===== src/rtl/si_arb_pkg.sv =====
// Shared types and constants for the SI bus arbiter.
package si_arb_pkg;

    typedef enum logic [1:0] {
        IDLE  = 2'd0,
        ISSUE = 2'd1,
        WAIT  = 2'd2,
        DONE  = 2'd3
    } si_arb_state_t;

    localparam int SI_ADDR_W = 32;
    localparam int SI_DATA_W = 32;

    localparam logic [SI_ADDR_W-1:0] SI_BASE_ADC = 32'hA000_0000;

endpackage


===== src/rtl/si_rr_picker.sv =====
// Round-robin search: first set bit of mask at or above ptr, wrapping modulo N.
module si_rr_picker #(
    parameter int N = 4
) (
    input  logic [N-1:0]         mask,
    input  logic [$clog2(N)-1:0] ptr,
    output logic                 found,
    output logic [$clog2(N)-1:0] idx
);

    localparam int IW = $clog2(N);

    logic [IW-1:0] cand;

    // Walk N positions starting at ptr; the first hit wins.
    always_comb begin
        found = 1'b0;
        idx   = '0;
        cand  = '0;
        for (int k = 0; k < N; k++) begin
            cand = IW'((int'(ptr) + k) % N);
            if (!found && mask[cand]) begin
                found = 1'b1;
                idx   = cand;
            end
        end
    end

endmodule


===== src/rtl/si_bus_arbiter.sv =====
// Round-robin owner of the shared SI bus: one transaction at a time, locked
// bursts keep the grant, and a watchdog aborts transactions that never see fin.
module si_bus_arbiter
    import si_arb_pkg::*;
#(
    parameter int N       = 4,
    parameter int TIMEOUT = 16
) (
    input  logic                   clk,
    input  logic                   nreset,
    input  logic [N-1:0]           req_valid,
    input  logic [N-1:0]           req_lock,
    input  logic [N-1:0]           req_we,
    input  logic [N*SI_ADDR_W-1:0] req_address,
    input  logic [N*SI_DATA_W-1:0] req_data,
    output logic [N-1:0]           req_done,
    output logic                   req_err,
    output logic [N-1:0]           grant,
    output logic                   exec,
    output logic                   we,
    output logic [SI_ADDR_W-1:0]   si_address,
    output logic [SI_DATA_W-1:0]   si_data,
    input  logic                   fin
);

    localparam int IW = $clog2(N);
    // WAIT lasts TIMEOUT+1 cycles (count 0..TIMEOUT), so an abort reports
    // req_done exactly TIMEOUT+2 cycles after the exec strobe.
    localparam logic [7:0] TO_LAST = 8'(TIMEOUT);

    si_arb_state_t state, state_n;

    logic [IW-1:0] rr_ptr;
    logic [IW-1:0] owner;
    logic          locked_q;
    logic [7:0]    cnt;
    logic          timed_out;

    logic [N-1:0]  owner_mask;
    logic [N-1:0]  cand_mask;
    logic          found;
    logic [IW-1:0] pick;
    logic [N-1:0]  pick_oh;

    // Candidate set: everyone, or only the burst owner while locked.
    always_comb begin
        owner_mask        = '0;
        owner_mask[owner] = 1'b1;
        pick_oh           = '0;
        pick_oh[pick]     = 1'b1;
        cand_mask         = locked_q ? (req_valid & owner_mask) : req_valid;
    end

    si_rr_picker #(.N(N)) u_picker (
        .mask  (cand_mask),
        .ptr   (rr_ptr),
        .found (found),
        .idx   (pick)
    );

    // State register.
    always_ff @(posedge clk) begin
        if (!nreset) state <= IDLE;
        else         state <= state_n;
    end

    // Next state; fin wins over the watchdog when both land in the same cycle.
    always_comb begin
        state_n   = state;
        timed_out = 1'b0;
        unique case (state)
            IDLE:  if (found) state_n = ISSUE;
            ISSUE: state_n = WAIT;
            WAIT: begin
                if (fin) begin
                    state_n = DONE;
                end else if (cnt == TO_LAST) begin
                    state_n   = DONE;
                    timed_out = 1'b1;
                end
            end
            DONE:  state_n = IDLE;
            default: state_n = IDLE;
        endcase
    end

    // Grant/bus-field latches, lock tracking, watchdog and completion strobes.
    always_ff @(posedge clk) begin
        if (!nreset) begin
            rr_ptr     <= '0;
            owner      <= '0;
            locked_q   <= 1'b0;
            cnt        <= '0;
            grant      <= '0;
            exec       <= 1'b0;
            we         <= 1'b0;
            si_address <= '0;
            si_data    <= '0;
            req_done   <= '0;
            req_err    <= 1'b0;
        end else begin
            exec     <= 1'b0;
            req_done <= '0;
            req_err  <= 1'b0;
            unique case (state)
                IDLE: begin
                    if (found) begin
                        grant      <= pick_oh;
                        we         <= req_we[pick];
                        si_address <= req_address[pick*SI_ADDR_W +: SI_ADDR_W];
                        si_data    <= req_data[pick*SI_DATA_W +: SI_DATA_W];
                        locked_q   <= req_lock[pick];
                        owner      <= pick;
                        rr_ptr     <= (pick == IW'(N-1)) ? '0 : pick + 1'b1;
                        exec       <= 1'b1;
                    end else if (locked_q && !req_valid[owner] && !req_lock[owner]) begin
                        // Owner walked away from its burst: release the lock.
                        locked_q <= 1'b0;
                    end
                end
                ISSUE: cnt <= '0;
                WAIT: begin
                    if (state_n == DONE) begin
                        req_done <= grant;
                        req_err  <= timed_out;
                    end else begin
                        cnt <= cnt + 8'd1;
                    end
                end
                DONE: grant <= '0;
                default: ;
            endcase
        end
    end

endmodule


===== config.mk =====
export PLATFORM = sky130hd
export DESIGN_NAME = si_bus_arbiter
export DESIGN_NICKNAME = d
export VERILOG_FILES = /design/src/rtl/si_arb_pkg.sv /design/src/rtl/si_rr_picker.sv /design/src/rtl/si_bus_arbiter.sv
export SDC_FILE = /design/constraint.sdc
export NUM_CORES = 1
export LEC_CHECK = 0
export BUFFER_PORTS_ARGS = -buffer_cell sky130_fd_sc_hd__buf_2
export CAP_MARGIN = 40
export CORE_AREA = 5 5 132 134
export CTS_CLUSTER_DIAMETER = 150
export DETAILED_ROUTE_END_ITERATION = 10
export DIE_AREA = 0 0 137 139
export PLACE_DENSITY = 0.64
export SKIP_LAST_GASP = 1
export SYNTH_ARGS = -nofsm -noshare
export SYNTH_HDL_FRONTEND = slang
export SYNTH_SLANG_ARGS = --single-unit

===== constraint.sdc =====
create_clock -name clk -period 3.2 [get_ports clk]
set_input_delay 0.32 -clock clk [delete_from_list [all_inputs] [get_ports clk]]
set_output_delay 0.32 -clock clk [all_outputs]
set_load 0.02 [all_outputs]

# Word-level counts from Yosys, hierarchy flattened
# Cells that the tools add are included.
# word_totals
ff_bits	90
in_bits	271
output_inout_bits	75
elab_cells	104
# op_classes
add_sub_neg	5
magnitude_cmp	8
n_eq_ne	8
n_shift	2
muxes	42
bitwise_logic	4
n_reduce_logical	23
# ops
operator	count
128-bit by 8-bit indexed part select with 32-bit output	2
2-bit by 3-bit < comparator with 1-bit output, second input constant	6
1-bit two-way mux	18
1-bit binary-select mux with 2-bit select	8
2-bit two-way mux	8
8-bit case mux with 2 select lines	1
2-bit AND reduction	5
8-bit by 1-bit adder with 8-bit output, second input constant	1
2-bit == test, second input constant	4
8-bit by 5-bit == test with 1-bit output, second input constant	1
4-bit two-way mux	2
8-bit two-way mux	1
2-bit case mux with 4 select lines	1
4-bit case mux with 2 select lines	1
1-bit logical AND	7
2-bit nonzero test	3
1-bit zero test	5
2-bit by 1-bit adder with 2-bit output, second input constant	2
2-bit adder, second input constant	2
4-bit bitwise AND	1
1-bit demux with 2-bit select	2
2-bit by 1-bit greater-or-equal comparator with 1-bit output, second input constant	2
2-bit != test, second input constant	2
4-bit OR reduction	1
other kinds (4)	6

# Longest topological paths before layout
# depth
word_depth	24
depth_mapped	11
ltp_nobuf	8

# By module
# Synthesis repeated with hierarchy kept, for this count alone.
# hier_totals
hier_cells	552
area_unflattened_um2	5420.2
# by_module_without_submodules
module	instances	cells_per_inst	area_per_inst_um2	seq_area_each_um2
si_bus_arbiter	1	537	5342.6	1801.7
si_rr_picker	1	15	77.6	0.0

# Least setup slack after synthesis
# Ideal clock, no wire load.
# synth_timing
path_kind	reg2reg
startpoint	register owner[0]
endpoint	register rr_ptr[1]
setup_time_ns	0.128
t_arrival_ns	2.011
required_ns	3.072
slack_ns	1.061
path_stages_with_launch	12
path_buffers	3
synth_period_minus_slack_ns	2.139
cell_sequence	dfxtp_1 buf_6 nand2b_4 a21boi_4 nor2_1 a311o_1 inv_2 buf_12 buf_8 ha_1 mux2i_1 nor2_1
# synth_via
elab_chain_cells	20
elab_cells_between_ends	33
cone_classes	add/sub (1); order compare (2); eq/ne (1); mux (20); bitwise (1); reduce/logical (8)
# synth_lines
item	line	rtl
start: declaration	si_bus_arbiter.sv:34	logic [IW-1:0] owner;
start signal: assignment	si_bus_arbiter.sv:113	owner <= pick;
2-bit by 3-bit < comparator with 1-bit output (implied by the code) / 2-bit by 1-bit greater-or-equal comparator with 1-bit output (equally long branches)	si_bus_arbiter.sv:48	owner_mask[owner] = 1'b1;
1-bit logical AND (implied by the code)	si_bus_arbiter.sv:48	
1-bit two-way mux (implied by the code)	si_bus_arbiter.sv:48	
1-bit demux with 2-bit select *	si_bus_arbiter.sv:48	
4-bit bitwise AND *	si_bus_arbiter.sv:51	cand_mask = locked_q ? (req_valid & owner_mask) : req_valid;
4-bit two-way mux *	si_bus_arbiter.sv:51	
1-bit binary-select mux with 2-bit select	si_rr_picker.sv:22	if (!found && mask[cand]) begin
1-bit two-way mux (implied by the code)	si_rr_picker.sv:22	
[5 not listed]	--	
1-bit logical AND	si_rr_picker.sv:22	
1-bit two-way mux	si_rr_picker.sv:22	
1-bit zero test	si_rr_picker.sv:22	
1-bit logical AND	si_rr_picker.sv:22	
2-bit two-way mux *	si_rr_picker.sv:22	
named net pick[1]	si_bus_arbiter.sv:42	logic [IW-1:0] pick;
2-bit by 1-bit adder with 2-bit output / 2-bit == test (equally long branches)	si_bus_arbiter.sv:114	rr_ptr <= (pick == IW'(N-1)) ? '0 : pick + 1'b1;
2-bit two-way mux *	si_bus_arbiter.sv:114	
end signal: assignment	si_bus_arbiter.sv:114	
end: declaration	si_bus_arbiter.sv:33	logic [IW-1:0] rr_ptr;
# Mark *: on every way through the listed nets, which the timed path passes. The rest lies on a longest branch. The select of a mux whose other input is x is not followed.
# A chain may end at the register's enable or synchronous reset.

# Final worst setup path
# layout_timing
startpoint	register owner[0]
endpoint	register si_data[31]
# layout_via
elab_chain_cells	19
elab_cells_between_ends	31
cone_classes	order compare (2); shift (1); mux (19); bitwise (1); reduce/logical (8)
# layout_lines
item	line	rtl
2-bit by 3-bit < comparator with 1-bit output (implied by the code) / 2-bit by 1-bit greater-or-equal comparator with 1-bit output (equally long branches)	si_bus_arbiter.sv:48	
1-bit logical AND (implied by the code)	si_bus_arbiter.sv:48	
1-bit two-way mux (implied by the code)	si_bus_arbiter.sv:48	
1-bit demux with 2-bit select *	si_bus_arbiter.sv:48	
4-bit bitwise AND *	si_bus_arbiter.sv:51	
4-bit two-way mux *	si_bus_arbiter.sv:51	
1-bit binary-select mux with 2-bit select	si_rr_picker.sv:22	
1-bit two-way mux (implied by the code)	si_rr_picker.sv:22	
[3 not listed]	--	
1-bit two-way mux	si_rr_picker.sv:22	
1-bit zero test	si_rr_picker.sv:22	
1-bit logical AND	si_rr_picker.sv:22	
1-bit two-way mux	si_rr_picker.sv:22	
1-bit zero test	si_rr_picker.sv:22	
1-bit logical AND	si_rr_picker.sv:22	
2-bit two-way mux / 1-bit two-way mux (equally long branches)	si_rr_picker.sv:22	
128-bit by 8-bit indexed part select with 32-bit output / 2-bit AND reduction (equally long branches)	--	
end signal: assignment	si_bus_arbiter.sv:111	si_data <= req_data[pick*SI_DATA_W +: SI_DATA_W];
end: declaration	si_bus_arbiter.sv:22	output logic [SI_DATA_W-1:0] si_data,
# Mark *: on every way between the ends. The rest lies on a longest branch, timed or not. The select of a mux whose other input is x is not followed.

==> results.py <==
metrics = {
    "clock_network": {
        "root_buffer": "sky130_fd_sc_hd__clkbuf_16",
        "tritoncts.num_buffers": 9,
        "clkSlewWorstSetupHoldPaths_ns": 0.06,
        "tritoncts": "done",
        "clock_tree.buffer_depth": 2,
        "numClockSinks": 90,
        "htree_num_levels": 3,
        "cts_hold_repair.buffers": 0,
        "ctsResizeCount": 0,
        "clock_latency_ns": 0.33,
        "cts_setup_buffers": 0,
    },
    "synth": {
        "synth.most_common_cell": "sky130_fd_sc_hd__mux2i_1",
        "yosys_most_used_dff": "sky130_fd_sc_hd__dfxtp_1",
        "synth_sequential_area_ratio_pct": 33.0,
        "async_flop_share_pct": 0,
        "yosysTopAreaCellShare_pct": 33.0,
        "synth_cell_types": 55,
        "ys_ff_latch": 90,
        "synth.avg_cell_area_um2": 10.4,
        "synth_area_leaders": "sky130_fd_sc_hd__dfxtp_1 (33%), sky130_fd_sc_hd__mux2i_1 (25%), sky130_fd_sc_hd__o221ai_2 (11%)",
        "synthesis.area_mm2": 0.00547,
        "post-synth-top-area-cell": "sky130_fd_sc_hd__dfxtp_1",
        "syn_inst": 526,
        "synth_warnings": 0,
        "synth.top_cells.by_count": "sky130_fd_sc_hd__mux2i_1 (136), sky130_fd_sc_hd__dfxtp_1 (90), sky130_fd_sc_hd__nand2_1 (76)",
        "synth_edf_count": 0,
        "synthesis.nets": 808,
    },
    "sta": {
        "setup_viol": 0,
        "setup_repair_after_global_routing_missed_its_margin": "false",
        "layout_worst_path_cycle_share_pct": 80.1,
        "setup_tns_ns": 0,
        "max_clock_freq_mhz": 390,
        "max-slew-margin-rel_pct": 61.4,
        "report.final.hold_viol_count": 0,
        "fin_crit_ns": 2.56,
        "tightestPinTransition_ns": 0.575,
        "worst_clock_skew_ns": 0.00698,
        "final_max_slew_viol_count": 0,
        "hold_slack_ns": 0.178,
    },
    "worst_hold_path": {
        "worstHoldPathType": "input pin to flip-flop",
        "hold_path_depth": 2,
        "timing.hold.worst.start": "fin",
    },
    "worst_setup_path": {
        "crit_path_cell_trace": "nand2b_4 -> a21boi_4 -> nor2_1 -> a311o_1 -> inv_6 -> buf_12 -> mux2i_1 -> o221ai_2",
        "worst_setup_path_end_kind": "flip-flop",
        "r2r-start": "owner[0]",
        "reg2reg_depth": 8,
        "worst_ep_required_time_ns": 3.40,
        "worst_setup_path_start_kind": "flip-flop",
        "path_buf_inv": 2,
        "path_max_fanout": 47,
        "stages_on_the_worst_setup_path": 8,
        "crit_slowest_cell": "sky130_fd_sc_hd__a311o_1",
        "arrival_ns": 2.77,
        "launch_point_of_the_worst_path": "owner[0]",
        "worstSetupPathType": "flip-flop to flip-flop",
        "cp_top_family": "compound AO/OA/AOI/OAI gates",
        "cpPeakStageDelay_ns": 0.41,
    },
    "pwr": {
        "leakage_nw": 3.58,
        "p_total_mw": 7.07,
        "peakVddDrop_uv": 473,
        "power-per-cell-area_mw_per_mm2": 926,
    },
    "layout": {
        "final_layout_size_suffix_gt1_share_pct": 49.7,
        "n_antenna_cell": 0,
        "final.fill_count": 1548,
        "area_of_the_multi_input_gates_mm2": 0.00327,
        "ff_latch_area_mm2": 0.00180,
        "final_nets": 1140,
        "area_growth_syn_to_layout_pct": 39.6,
        "utilization_pct": 47.2,
    },
    "route": {
        "drt-vias-per-instance": 4.90,
        "routed_antenna_nets": 0,
        "detailedRoute.firstPassIterationCount": 4,
        "drcViolationCount": 0,
        "drt_iter0_drc": 198,
        "finalWirelength_um": 18300,
        "route.vias.total": 5292,
        "routedWlPerCell_um": 16.9,
    },
    "placed_design": {
        "finalWeightedCongestion": 0.856,
        "detailed_place_hpwl_um": 15000,
        "buffer_ports.inserted": 345,
    },
    "grt": {
        "grt_pass1_vias": 5430,
        "grt_remaining_overflow": 0,
        "grt_max_degree": 48,
        "grt_antenna_before_repair": 0,
        "wire_length_of_the_first_global_routing_pass_um": 28000,
        "track_usage_pct": 18.6,
    },
    "die": {
        "initial_utilization_pct": 33.8,
        "dieArea_mm2": 0.0190,
        "rows": 47,
        "die_height_um": 139,
        "num_io_pins": 346,
        "placeableCoreArea_mm2": 0.0162,
        "chipWidth_um": 137,
    },
    "run_status": {
        "run_status": "finished, final reports clean",
    },
    "flow_run": {
        "drv.max_cap_violation_count": 0,
    },
}
[power by group]
| group | internal [mW] | total, mW | switching, mW | leakage (nW) |
|---|---|---|---|---|
| combinational | 1.68 | 4.02 | 2.34 | 2.69 |
| sequential | 1.60 | 1.88 | 0.284 | 0.740 |
| clock | 0.755 | 1.17 | 0.411 | 0.156 |
[worst reg2reg max path, stage by stage, from the launching register on]
cell and delay [ns]:
sky130_fd_sc_hd__dfxtp_1 0.40, sky130_fd_sc_hd__nand2b_4 0.19, sky130_fd_sc_hd__a21boi_4 0.25, sky130_fd_sc_hd__nor2_1 0.07, sky130_fd_sc_hd__a311o_1 0.41, sky130_fd_sc_hd__inv_6 0.26, sky130_fd_sc_hd__buf_12 0.34, sky130_fd_sc_hd__mux2i_1 0.38
sky130_fd_sc_hd__o221ai_2 0.14
[metal layers]
metal  up-vias  GRT usage (%)  wire [µm]  share of wire, %
li1       2649              -          -                 -
met1      2397           22.2       7270                40
met2       225           32.8       9370                51
met3        21           3.52       1270               7.0
met4         0           6.62        369               2.0
met5         -              0          0                 0
[placed cells by master, fill, tap and decap left out, types with 2 or more instances in the layout]
cell type / n
sky130_fd_sc_hd__a211oi_1: 3
sky130_fd_sc_hd__a21oi_1: 9
sky130_fd_sc_hd__a22oi_1: 5
sky130_fd_sc_hd__a311o_1: 2
sky130_fd_sc_hd__and2_4: 2
sky130_fd_sc_hd__and3_1: 5
sky130_fd_sc_hd__buf_12: 5
sky130_fd_sc_hd__buf_2: 345
sky130_fd_sc_hd__buf_4: 11
sky130_fd_sc_hd__bufinv_16: 3
sky130_fd_sc_hd__clkbuf_1: 2
sky130_fd_sc_hd__clkbuf_16: 9
sky130_fd_sc_hd__dfxtp_1: 90
sky130_fd_sc_hd__ha_1: 11
sky130_fd_sc_hd__inv_1: 11
sky130_fd_sc_hd__mux2i_1: 136
sky130_fd_sc_hd__nand2_1: 76
sky130_fd_sc_hd__nand2b_4: 2
sky130_fd_sc_hd__nand3_1: 5
sky130_fd_sc_hd__nand3b_1: 3
sky130_fd_sc_hd__nor2_1: 17
sky130_fd_sc_hd__nor2b_1: 4
sky130_fd_sc_hd__nor3_1: 5
sky130_fd_sc_hd__o21ai_0: 3
sky130_fd_sc_hd__o221ai_1: 27
sky130_fd_sc_hd__o221ai_2: 40
sky130_fd_sc_hd__or3_1: 2
sky130_fd_sc_hd__xnor2_1: 2
[final timing paths]
check                              endpoint  slack, ns
worst min register to register  si_data[13]       0.45
worst min-delay path                req_err       0.18
worst max-delay path            si_data[31]       0.64
worst max register to register  si_data[31]       0.64
[stage by stage]
step                      worst slack, ns  std cells  cell area, µm²
after global routing                0.469       1081            7630
after detailed placement            0.652       1067            7310
after CTS                           0.647       1081            7630
after global placement              0.651       1067            7310
after floorplan                      1.06        526            5470
final                               0.638       1081            7630
[flip-flops by register name (all words and copies together) (netlist names)]
register / flops
state: 2
rr_ptr: 2
we: 1
owner: 2
exec: 1
req_done: 4
grant: 4
req_err: 1
cnt: 8
si_address: 32
si_data: 32
locked_q: 1
[cells by family (layout without fill, tap and decap cells)]
family	count (synthesis)	in the layout	share of synthesized area (%)
and+or+nand+nor	129	129	11.0
buffers and inverters	52	387	7.55
xor gates and xnor gates	2	2	0.320
AOI/OAI and AO/OA	106	106	20.7
muxes	136	136	24.9
DFF	90	90	33.0
adders and majority gates	11	11	2.52
[area by class of cell]
type,instances,area share (%)
Clock buffer,11,3.05
Clock inverter,3,1.18
Inverter,12,0.656
Multi-Input combinational cell,384,42.9
Sequential cell,90,23.6
Tap cell,220,3.61
Timing Repair Buffer,361,25.0
(Power assumes the default switching activity.)
